`src/rtl/any1_pkg.sv`:
```
// Shared ANY-1 types and constants used by the vector memory sequencer.
package any1_pkg;

  typedef logic [31:0] Instruction;

  localparam int unsigned VMSEQ_NEL = 64;

  typedef enum logic [2:0] {
    IDLE,
    SCAN,
    GEN,
    REQ,
    DONE
  } vmseq_state_t;

endpackage

```
`src/rtl/any1_vmem_seq_if.sv`:
```
// Issue/agen/memory-side signals of the vector memory element sequencer.
interface any1_vmem_seq_if #(
  parameter int unsigned NEL = any1_pkg::VMSEQ_NEL
) ();
  localparam int unsigned IW = $clog2(NEL);

  logic                 start;
  any1_pkg::Instruction ir;
  logic [IW:0]          vl;
  logic [NEL-1:0]       vmask;
  logic                 abort;
  any1_pkg::Instruction ir_o;
  logic [IW-1:0]        step;
  logic                 busy;
  logic                 mreq;
  logic                 mack;
  logic                 done;
  logic [IW:0]          nreq;

  modport master (
    output start, ir, vl, vmask, abort, mack,
    input  ir_o, step, busy, mreq, done, nreq
  );

  modport slave (
    input  start, ir, vl, vmask, abort, mack,
    output ir_o, step, busy, mreq, done, nreq
  );

endinterface

```
`src/rtl/any1_vmem_seq.sv`:
```
// Walks vector element indices 0..VL-1, skipping masked-off elements, and issues one
// memory request per active element once the agen has registered its effective address.
module any1_vmem_seq
  import any1_pkg::*;
#(
  parameter int unsigned NEL = VMSEQ_NEL
) (
  input logic           clk,
  input logic           rst,
  any1_vmem_seq_if.slave bus
);

  localparam int unsigned IW    = $clog2(NEL);
  localparam logic [IW:0] VlMax = (IW + 1)'(NEL);
  localparam logic [IW:0] One   = (IW + 1)'(1);

  vmseq_state_t   state_q, state_d;
  logic [IW:0]    idx_q, idx_d;
  logic [IW-1:0]  step_q, step_d;
  logic [IW:0]    vl_q, vl_d;
  logic [NEL-1:0] vmask_q, vmask_d;
  Instruction     ir_q, ir_d;
  logic [IW:0]    nreq_q, nreq_d;

  always_comb begin
    state_d = state_q;
    idx_d   = idx_q;
    step_d  = step_q;
    vl_d    = vl_q;
    vmask_d = vmask_q;
    ir_d    = ir_q;
    nreq_d  = nreq_q;
    // abort wins over any start capture or handshake in the same cycle
    if (bus.abort) begin
      state_d = IDLE;
    end else begin
      case (state_q)
        IDLE: begin
          if (bus.start) begin
            ir_d    = bus.ir;
            vl_d    = (bus.vl > VlMax) ? VlMax : bus.vl;
            vmask_d = bus.vmask;
            idx_d   = '0;
            nreq_d  = '0;
            state_d = (bus.vl == '0) ? DONE : SCAN;
          end
        end
        SCAN: begin
          if (idx_q >= vl_q) begin
            state_d = DONE;
          end else if (vmask_q[idx_q[IW-1:0]]) begin
            step_d  = idx_q[IW-1:0];
            state_d = GEN;
          end else begin
            idx_d = idx_q + One;
          end
        end
        // one cycle for the agen to register ea from the now-stable step
        GEN: state_d = REQ;
        REQ: begin
          if (bus.mack) begin
            nreq_d  = nreq_q + One;
            idx_d   = idx_q + One;
            state_d = SCAN;
          end
        end
        DONE:    state_d = IDLE;
        default: state_d = IDLE;
      endcase
    end
  end

  always_ff @(posedge clk or posedge rst) begin
    if (rst) begin
      state_q <= IDLE;
      idx_q   <= '0;
      step_q  <= '0;
      vl_q    <= '0;
      vmask_q <= '0;
      ir_q    <= '0;
      nreq_q  <= '0;
    end else begin
      state_q <= state_d;
      idx_q   <= idx_d;
      step_q  <= step_d;
      vl_q    <= vl_d;
      vmask_q <= vmask_d;
      ir_q    <= ir_d;
      nreq_q  <= nreq_d;
    end
  end

  assign bus.busy = (state_q != IDLE);
  assign bus.mreq = (state_q == REQ);
  assign bus.done = (state_q == DONE);
  assign bus.step = step_q;
  assign bus.ir_o = ir_q;
  assign bus.nreq = nreq_q;

endmodule
```
`src/flat_wrapper.sv`:
```
// flat-port wrapper written by rule: the top's interface ports become plain ports
module any1_vmem_seq_flat import any1_pkg::*;
#(
  parameter int unsigned NEL = VMSEQ_NEL
)
  (clk, rst, bus_start, bus_ir, bus_vl, bus_vmask, bus_abort, bus_mack, bus_ir_o, bus_step, bus_busy, bus_mreq, bus_done, bus_nreq);
  any1_vmem_seq_if #(.NEL(NEL)) bus_i ();
  input logic clk;
  input logic rst;
  input wire logic [$bits(bus_i.start)-1:0] bus_start;
  input wire logic [$bits(bus_i.ir)-1:0] bus_ir;
  input wire logic [$bits(bus_i.vl)-1:0] bus_vl;
  input wire logic [$bits(bus_i.vmask)-1:0] bus_vmask;
  input wire logic [$bits(bus_i.abort)-1:0] bus_abort;
  input wire logic [$bits(bus_i.mack)-1:0] bus_mack;
  output wire logic [$bits(bus_i.ir_o)-1:0] bus_ir_o;
  output wire logic [$bits(bus_i.step)-1:0] bus_step;
  output wire logic [$bits(bus_i.busy)-1:0] bus_busy;
  output wire logic [$bits(bus_i.mreq)-1:0] bus_mreq;
  output wire logic [$bits(bus_i.done)-1:0] bus_done;
  output wire logic [$bits(bus_i.nreq)-1:0] bus_nreq;
  assign bus_i.start = bus_start;
  assign bus_i.ir = bus_ir;
  assign bus_i.vl = bus_vl;
  assign bus_i.vmask = bus_vmask;
  assign bus_i.abort = bus_abort;
  assign bus_i.mack = bus_mack;
  assign bus_ir_o = bus_i.ir_o;
  assign bus_step = bus_i.step;
  assign bus_busy = bus_i.busy;
  assign bus_mreq = bus_i.mreq;
  assign bus_done = bus_i.done;
  assign bus_nreq = bus_i.nreq;
  any1_vmem_seq #(.NEL(NEL)) u_core (.clk(clk), .rst(rst), .bus(bus_i));
endmodule
```
`config.mk`:
```
export PLATFORM = sky130hd
export DESIGN_NAME = any1_vmem_seq_flat
export DESIGN_NICKNAME = d
export VERILOG_FILES = /design/src/rtl/any1_pkg.sv /design/src/rtl/any1_vmem_seq_if.sv /design/src/rtl/any1_vmem_seq.sv /design/src/flat_wrapper.sv
export SDC_FILE = /design/constraint.sdc
export NUM_CORES = 1
export LEC_CHECK = 0
export CAP_MARGIN = 20
export CORE_ASPECT_RATIO = 1.1
export CORE_MARGIN = 4
export CORE_UTILIZATION = 44
export DETAILED_ROUTE_END_ITERATION = 6
export GPL_TIMING_DRIVEN = 0
export PLACE_DENSITY = 0.77
export REMOVE_ABC_BUFFERS = 1
export SYNTH_ARGS = -nofsm -noshare
export SYNTH_HDL_FRONTEND = slang
export SYNTH_SLANG_ARGS = --single-unit
export TNS_END_PERCENT = 50
```
`constraint.sdc`:
```
create_clock -name clk -period 4.5 [get_ports clk]
set_clock_uncertainty 0.2 [all_clocks]
set_input_delay 0.9 -clock clk [delete_from_list [all_inputs] [get_ports clk]]
set_output_delay 0.9 -clock clk [all_outputs]
set_load 0.01 [all_outputs]
```
* After elaboration in Yosys (flattened, before gate mapping)
Index checks and enable logic that the tools add are counted.
** Word-level totals
- Flip-flop bits (word level) :: 126
- Bits in latches :: 0
- Bits in writable memories :: 0
- Bits in read-only memories :: 0
- Input port bits :: 108
- Output and inout port bits :: 48
- Logic and storage cells :: 52
- Memories :: 0
** Operators by class
- Add/sub/neg operators :: 2
- Multipliers :: 0
- Div/mod/pow operators :: 0
- Order comparisons :: 3
- Equality and inequality tests :: 11
- Shift operators :: 0
- Multiplexer cells :: 17
- Bitwise gates (word level) :: 2
- Reductions and logical operators :: 10
** Operator list (number)
- $mux 7 :: 6
- $pmux 7 s3 :: 1
- $mux 3 :: 6
- $add 7x1->7 const B :: 2
- $pmux 7 s2 :: 1
- $pmux 3 s4 :: 1
- $ne 2x2->1 const B :: 4
- $reduce_and 4->1 :: 2
- $ge 7x7->1 :: 1
- $gt 7x7->1 const B :: 1
- $logic_not 7->1 :: 1
- $lt 6x7->1 const B :: 1
- $bmux 1 s6 :: 1
- $eq 3x2->1 const B :: 2
- $ne 3x3->1 const B :: 2
- $reduce_and 3->1 :: 2
- $reduce_and 6->1 :: 1
- $reduce_bool 3->1 :: 2
- $ne 4x2->1 const B :: 1
- $eq 3x1->1 const B :: 1
- $eq 3x3->1 const B :: 1
- $logic_not 3->1 :: 1
- $not 1->1 :: 2
- $reduce_bool 2->1 :: 1
- $mux 1 :: 1

* Longest topological paths before layout
- Word-level depth :: 6
- Depth in mapped cells :: 12
- Mapped depth without buffers :: 9

* Worst setup path after synthesis
Ideal clock, no wire load.
- Path type :: register to register
- Start point :: reg u_core.idx_q[0]
- End point :: reg u_core.step_q[0], in the netlist u_core.bus.step[0]
- Library setup time :: 0.125 ns
- Data arrival time :: 2.893 ns
- Data required time :: 4.175 ns
- Slack :: 1.283 ns
- Cell stages (with the launch flop) :: 12
- Buffers on the path :: 2
- Clock period less this slack :: 3.217 ns
- Path through :: dfrtp_1 -> buf_6 -> buf_6 -> inv_1 -> ha_1 -> nand2b_1 -> a21o_1 -> a21o_1 -> a211oi_1 -> o21ai_0 -> nor3_2 -> mux2_2
** Between the ends
- Cells in the longest elaborated chain, start to end :: 3
- Elaborated cells on any way between the ends :: 5
- Classes of those cells :: order compare (1); mux (2); bitwise (1); reduce/logical (1)
** Ends and longest elaborated chain
- from (decl) :: line any1_vmem_seq.sv:18 : logic [IW:0] idx_q, idx_d;
- from (signal assigned) :: line any1_vmem_seq.sv:84 : idx_q <= idx_d;
- $bmux 1 s6 or $ge 7x7->1 (tied branches) :: line any1_vmem_seq.sv:51, any1_vmem_seq.sv:49
- $mux 1 (not written as such) or $not 1->1 (tied branches)
- $reduce_and 4->1 (no line)
- to (signal assigned) :: line any1_vmem_seq.sv:85 : step_q <= step_d;
- to (decl) :: line any1_vmem_seq.sv:19 : logic [IW-1:0] step_q, step_d;
Several ways; a longest one is shown, not always the timed one. The select of a mux whose other input is x is not followed.
A chain may end at the register's enable or synchronous reset.

* Worst setup path in the final report
- Start point :: reg u_core.idx_q[0]
- End point :: reg u_core.step_q[4], in the netlist u_core.bus.step[4]
** Between the ends
- Cells in the longest elaborated chain, start to end :: 3
- Elaborated cells on any way between the ends :: 5
- Classes of those cells :: order compare (1); mux (2); bitwise (1); reduce/logical (1)
** Ends and longest elaborated chain (line)
- $bmux 1 s6 or $ge 7x7->1 (tied branches) :: any1_vmem_seq.sv:51, any1_vmem_seq.sv:49
- $mux 1 (not written as such) or $not 1->1 (tied branches)
- $reduce_and 4->1 (no line) *
Mark *: on every way between the ends. The rest lies on a longest branch, timed or not. The select of a mux whose other input is x is not followed.

==> Flow_metrics.wiki <==
{| class="wikitable"
! Metric !! Value
|-
| Unrepaired setup endpoints after global routing || no
|-
| Die X || 117.8 microns
|-
| Count of final hold-check violations || 0
|-
| Chip Height || ~130 microns
|-
| Number of flops mapped to enable cells by yosys || 0
|-
| Worst Path Class, Setup || flop to flop
|-
| Max-cap viol count || 0
|-
| Top Ports || 156
|-
| Reg2reg path depth || 9
|-
| Total of flip-flops plus latches after synthesis || around 130
|-
| Total global routing track utilization || 19.94%
|-
| Number of nets still failing antenna checks after routing || 0
|-
| Initial core utilization || 45.56%
|-
| Total power density per cell area || 652.3 nW/um^2
|-
| Hold-fix buffers, CTS || 0
|-
| Top-count cell post-synth || sky130_fd_sc_hd__nand2_1
|-
| Number of setup violations in the final report || 0
|-
| Vias in the first global route || between 5000 and 6000
|-
| HPWL reported at the end of detailed placement || 10190 microns
|-
| Met1 demand-to-capacity share in global routing || between 20% and 30%
|-
| Die Footprint || 15170 sq um
|-
| Clock Pin Slew Worst Setup and Hold Paths || 0.05 ns
|-
| Worst-skew pair later-pin latency || 0.41 ns
|-
| First-pass GRT wire length || 24330 microns
|-
| Instance area at placement || 7517 sq um
|-
| Worst slew pin tran || 0.9469 ns
|-
| Peak VDD IR || 345.8 uV
|-
| Clock tree from TritonCTS || built
|-
| Leakage || just under 4 nW
|-
| Row count || 43
|-
| Fraction of synthesized cell area taken by the top area cell type || 54.04%
|-
| Worst slew margin || 36.87%
|-
| Critical Path Stages || 9
|-
| Fin cells || approximately 940
|-
| Average footprint of a synthesized cell || 9.320 sq um
|-
| Main flop type after synthesis || sky130_fd_sc_hd__dfrtp_1
|-
| Fillers || ~1000
|-
| Final layout net count || 886
|-
| DRC || 0
|-
| Antenna violations before repair || 0
|-
| Worst hold path stage count || 2
|-
| Most Used Layer, Global Route || met2
|-
| Number of distinct library cell variants in the gate-level netlist after synthesis || 50
|-
| Worst slack on hold paths || 0.2677 ns
|-
| Sequential area share after synthesis || 54.04%
|-
| Core region area || 12800 sq um
|-
| Critical path's slowest cell || sky130_fd_sc_hd__dfrtp_1
|-
| Crit path cell chain || inv_1 -> ha_1 -> nand2b_1 -> a21o_1 -> a21o_1 -> a211oi_1 -> o21ai_0 -> nor3_2 -> mux2_2
|-
| Highest achievable clock rate || 239.7 MHz
|-
| Share of layout cells above drive strength 1 || 7.682%
|-
| Worst EP required || 4.59 ns
|-
| Number of resized instances in the post-cts repair step || 0
|-
| Post-route clock period utilization || 92.71%
|-
| Gp weighted congestion || 0.8380
|-
| Post-synthesis instance area || 5834 sq um
|-
| Number of buffers and inverters on the critical path || 1
|-
| Min-delay worst type || flop to flop
|-
| Met3 Usage GRT || approximately 7.6%
|-
| Data arrival time of the critical path || 4.26 ns
|-
| Diode insertion count for antenna repair || 0
|-
| Yosys top cell by area || sky130_fd_sc_hd__dfrtp_1
|-
| Worst path max stage delay || 0.96 ns
|-
| Post-Syn Instances || 626
|-
| Area of all placed cells without fillers || 8165 sq um
|-
| Global-route met2 utilization || between 30% and 40%
|-
| Final Max Slew Viols || 0
|-
| Postcts setup bufs || 0
|-
| Total length of routed wires || between 10000 and 15000 microns
|-
| Root buffer selected by CTS || sky130_fd_sc_hd__clkbuf_16
|-
| Fraction of registers with async set or reset after synthesis || 100.0%
|-
| Overflow left after global routing || 0
|-
| Most instantiated cells after synthesis || 307 x sky130_fd_sc_hd__nand2_1, 126 x sky130_fd_sc_hd__dfrtp_1, 26 x sky130_fd_sc_hd__clkbuf_1
|-
| Maximum number of buffers from clock root to sink || 2
|-
| Yosys warns || 0
|-
| Buffers added on ports || 155
|-
| Critical Path Most Common Cell || sky130_fd_sc_hd__a21o_1
|-
| Maximum fanout along the worst path || 19
|-
| DRT Pass-1 Iters || 5
|-
| Main area contributors after synthesis || sky130_fd_sc_hd__dfrtp_1 54%, sky130_fd_sc_hd__nand2_1 20%, sky130_fd_sc_hd__mux4_2 3.1%, sky130_fd_sc_hd__mux4_1 2.7%, sky130_fd_sc_hd__ha_1 1.9%
|-
| Inserted Clock Buffers || 17
|-
| # placed instances || 907
|-
| Minimum clock period || 4.172 ns
|-
| Family of cells with the greatest summed delay on the critical path || compound AO/OA/AOI/OAI gates
|-
| PnR Total Power || 5.326 mW
|-
| Area growth from synthesis to layout || 39.95%
|-
| Maximum level of the CTS H-tree || 4
|-
| WL/cell || 15.75 microns
|-
| Iteration-0 DRC count of the detailed router || 283
|-
| Status || finished, final reports clean
|-
| Post-route core utilization || 63.77%
|-
| Avg Vias per Cell || 5.173
|-
| Crit path launch type || flop
|-
| Pin count of the biggest net entering global routing || 67
|-
| Setup crit end kind || flop
|-
| Number of clock sinks seen by CTS || 126
|-
| Via count || approximately 4900
|}
## metal layers
metal	up-vias	part of all wire, %	routed length [microns]
li1	2337	-	-
met1	2339	41	6042
met2	155	50	7450
met3	21	7.2	1059
met4	0	1.5	225
met5	-	0	0
## cell families (layout without fill, tap and decap cells)
group	Yosys count	in the layout	share of synthesized area, %
compound gates	49	49	6.263
xor+xnor	3	3	0.4504
fa+ha+maj	9	9	1.930
buf+inv	48	203	3.560
flops	126	126	54.04
mux	30	30	8.707
simple gates	361	361	25.05
## placed cells by master (no fill, tap or decap), drive strengths merged, types with 2 or more instances in the layout
cell type      Yosys  layout
mux2               8       8
a21oi              3       3
o21a               2       2
and2               3       3
or2                2       2
or3                4       4
a21o               4       4
inv               14      14
nand2            307     307
nand4              5       5
a31oi              2       2
buf                8       3
bufinv             0       3
nor4               2       2
o21ai             12      12
dfrtp            126     126
a211oi             2       2
nor2              10      10
mux2i              8       8
clkdlybuf4s50      0     155
mux4              14      14
nand3b             6       6
o211ai             5       5
nand3              6       6
nand2b             3       3
xor2               3       3
clkbuf            26      27
nor3               9       9
ha                 9       9
a22o               2       2
a221oi             3       3
o221ai             3       3
a21boi             3       3
## state kept, by name (all words and copies together) (netlist names)
| register | flops |
|---|---|
| u_core.state_q | 3 |
| u_core.bus.ir_o | 32 |
| u_core.vl_q | 7 |
| u_core.bus.step | 6 |
| u_core.idx_q | 7 |
| u_core.bus.nreq | 7 |
| u_core.vmask_q | 64 |
## report_power, final
part / internal [mW] / switching [mW] / leakage (nW)
combinational: 0.964 / 0.926 / 1.99
clock: 1.00 / 0.470 / 0.322
sequential: 1.62 / 0.349 / 1.60
## area by class of cell
type | instances | area, sq um | share of cell area (%)
inverter | 14 | 57.56 | 0.7049
sequential | 126 | 3153 | 38.61
tap | 157 | 196.4 | 2.406
multi-input combinational | 452 | 2491 | 30.51
timing repair buffer | 158 | 1619 | 19.83
clock buffer | 27 | 553.0 | 6.773
clock inverter | 4 | 95.09 | 1.165
## stage by stage
stage	setup TNS, ns	worst slack (ns)
2_1_floorplan	0	0.04406
3_3_place_gp	-299.61	-1.770
3_5_place_dp	0	0.2886
4_1_cts	0	0.2888
5_1_grt	0	0.05840
6_report	0	0.3282
## final timing paths
kind | start | to | slack, ns
worst min-delay path | u_core.vmask_q[0]$_DFFE_PP0P_ | u_core.vmask_q[0]$_DFFE_PP0P_ | 0.27
worst max register to register | u_core.idx_q[0]$_DFFE_PP0P_ | u_core.bus.step[4]$_DFFE_PP0P_ | 0.33
min in group asynchronous | rst | u_core.bus.ir_o[18]$_DFFE_PP0P_ | 0.74
max in group asynchronous | rst | u_core.vmask_q[2]$_DFFE_PP0P_ | 2.64
worst max-delay path | u_core.idx_q[0]$_DFFE_PP0P_ | u_core.bus.step[4]$_DFFE_PP0P_ | 0.33
worst min register to register | u_core.vmask_q[0]$_DFFE_PP0P_ | u_core.vmask_q[0]$_DFFE_PP0P_ | 0.27
## worst reg2reg max path, cell delays in order (launching register included)
cell and delay (ns):
sky130_fd_sc_hd__dfrtp_1 0.96, sky130_fd_sc_hd__inv_1 0.29, sky130_fd_sc_hd__ha_1 0.35, sky130_fd_sc_hd__nand2b_1 0.14, sky130_fd_sc_hd__a21o_1 0.17, sky130_fd_sc_hd__a21o_1 0.19
sky130_fd_sc_hd__a211oi_1 0.49, sky130_fd_sc_hd__o21ai_0 0.35, sky130_fd_sc_hd__nor3_2 0.52, sky130_fd_sc_hd__mux2_2 0.39
No activity file was read; power rests on OpenSTA's default activity.
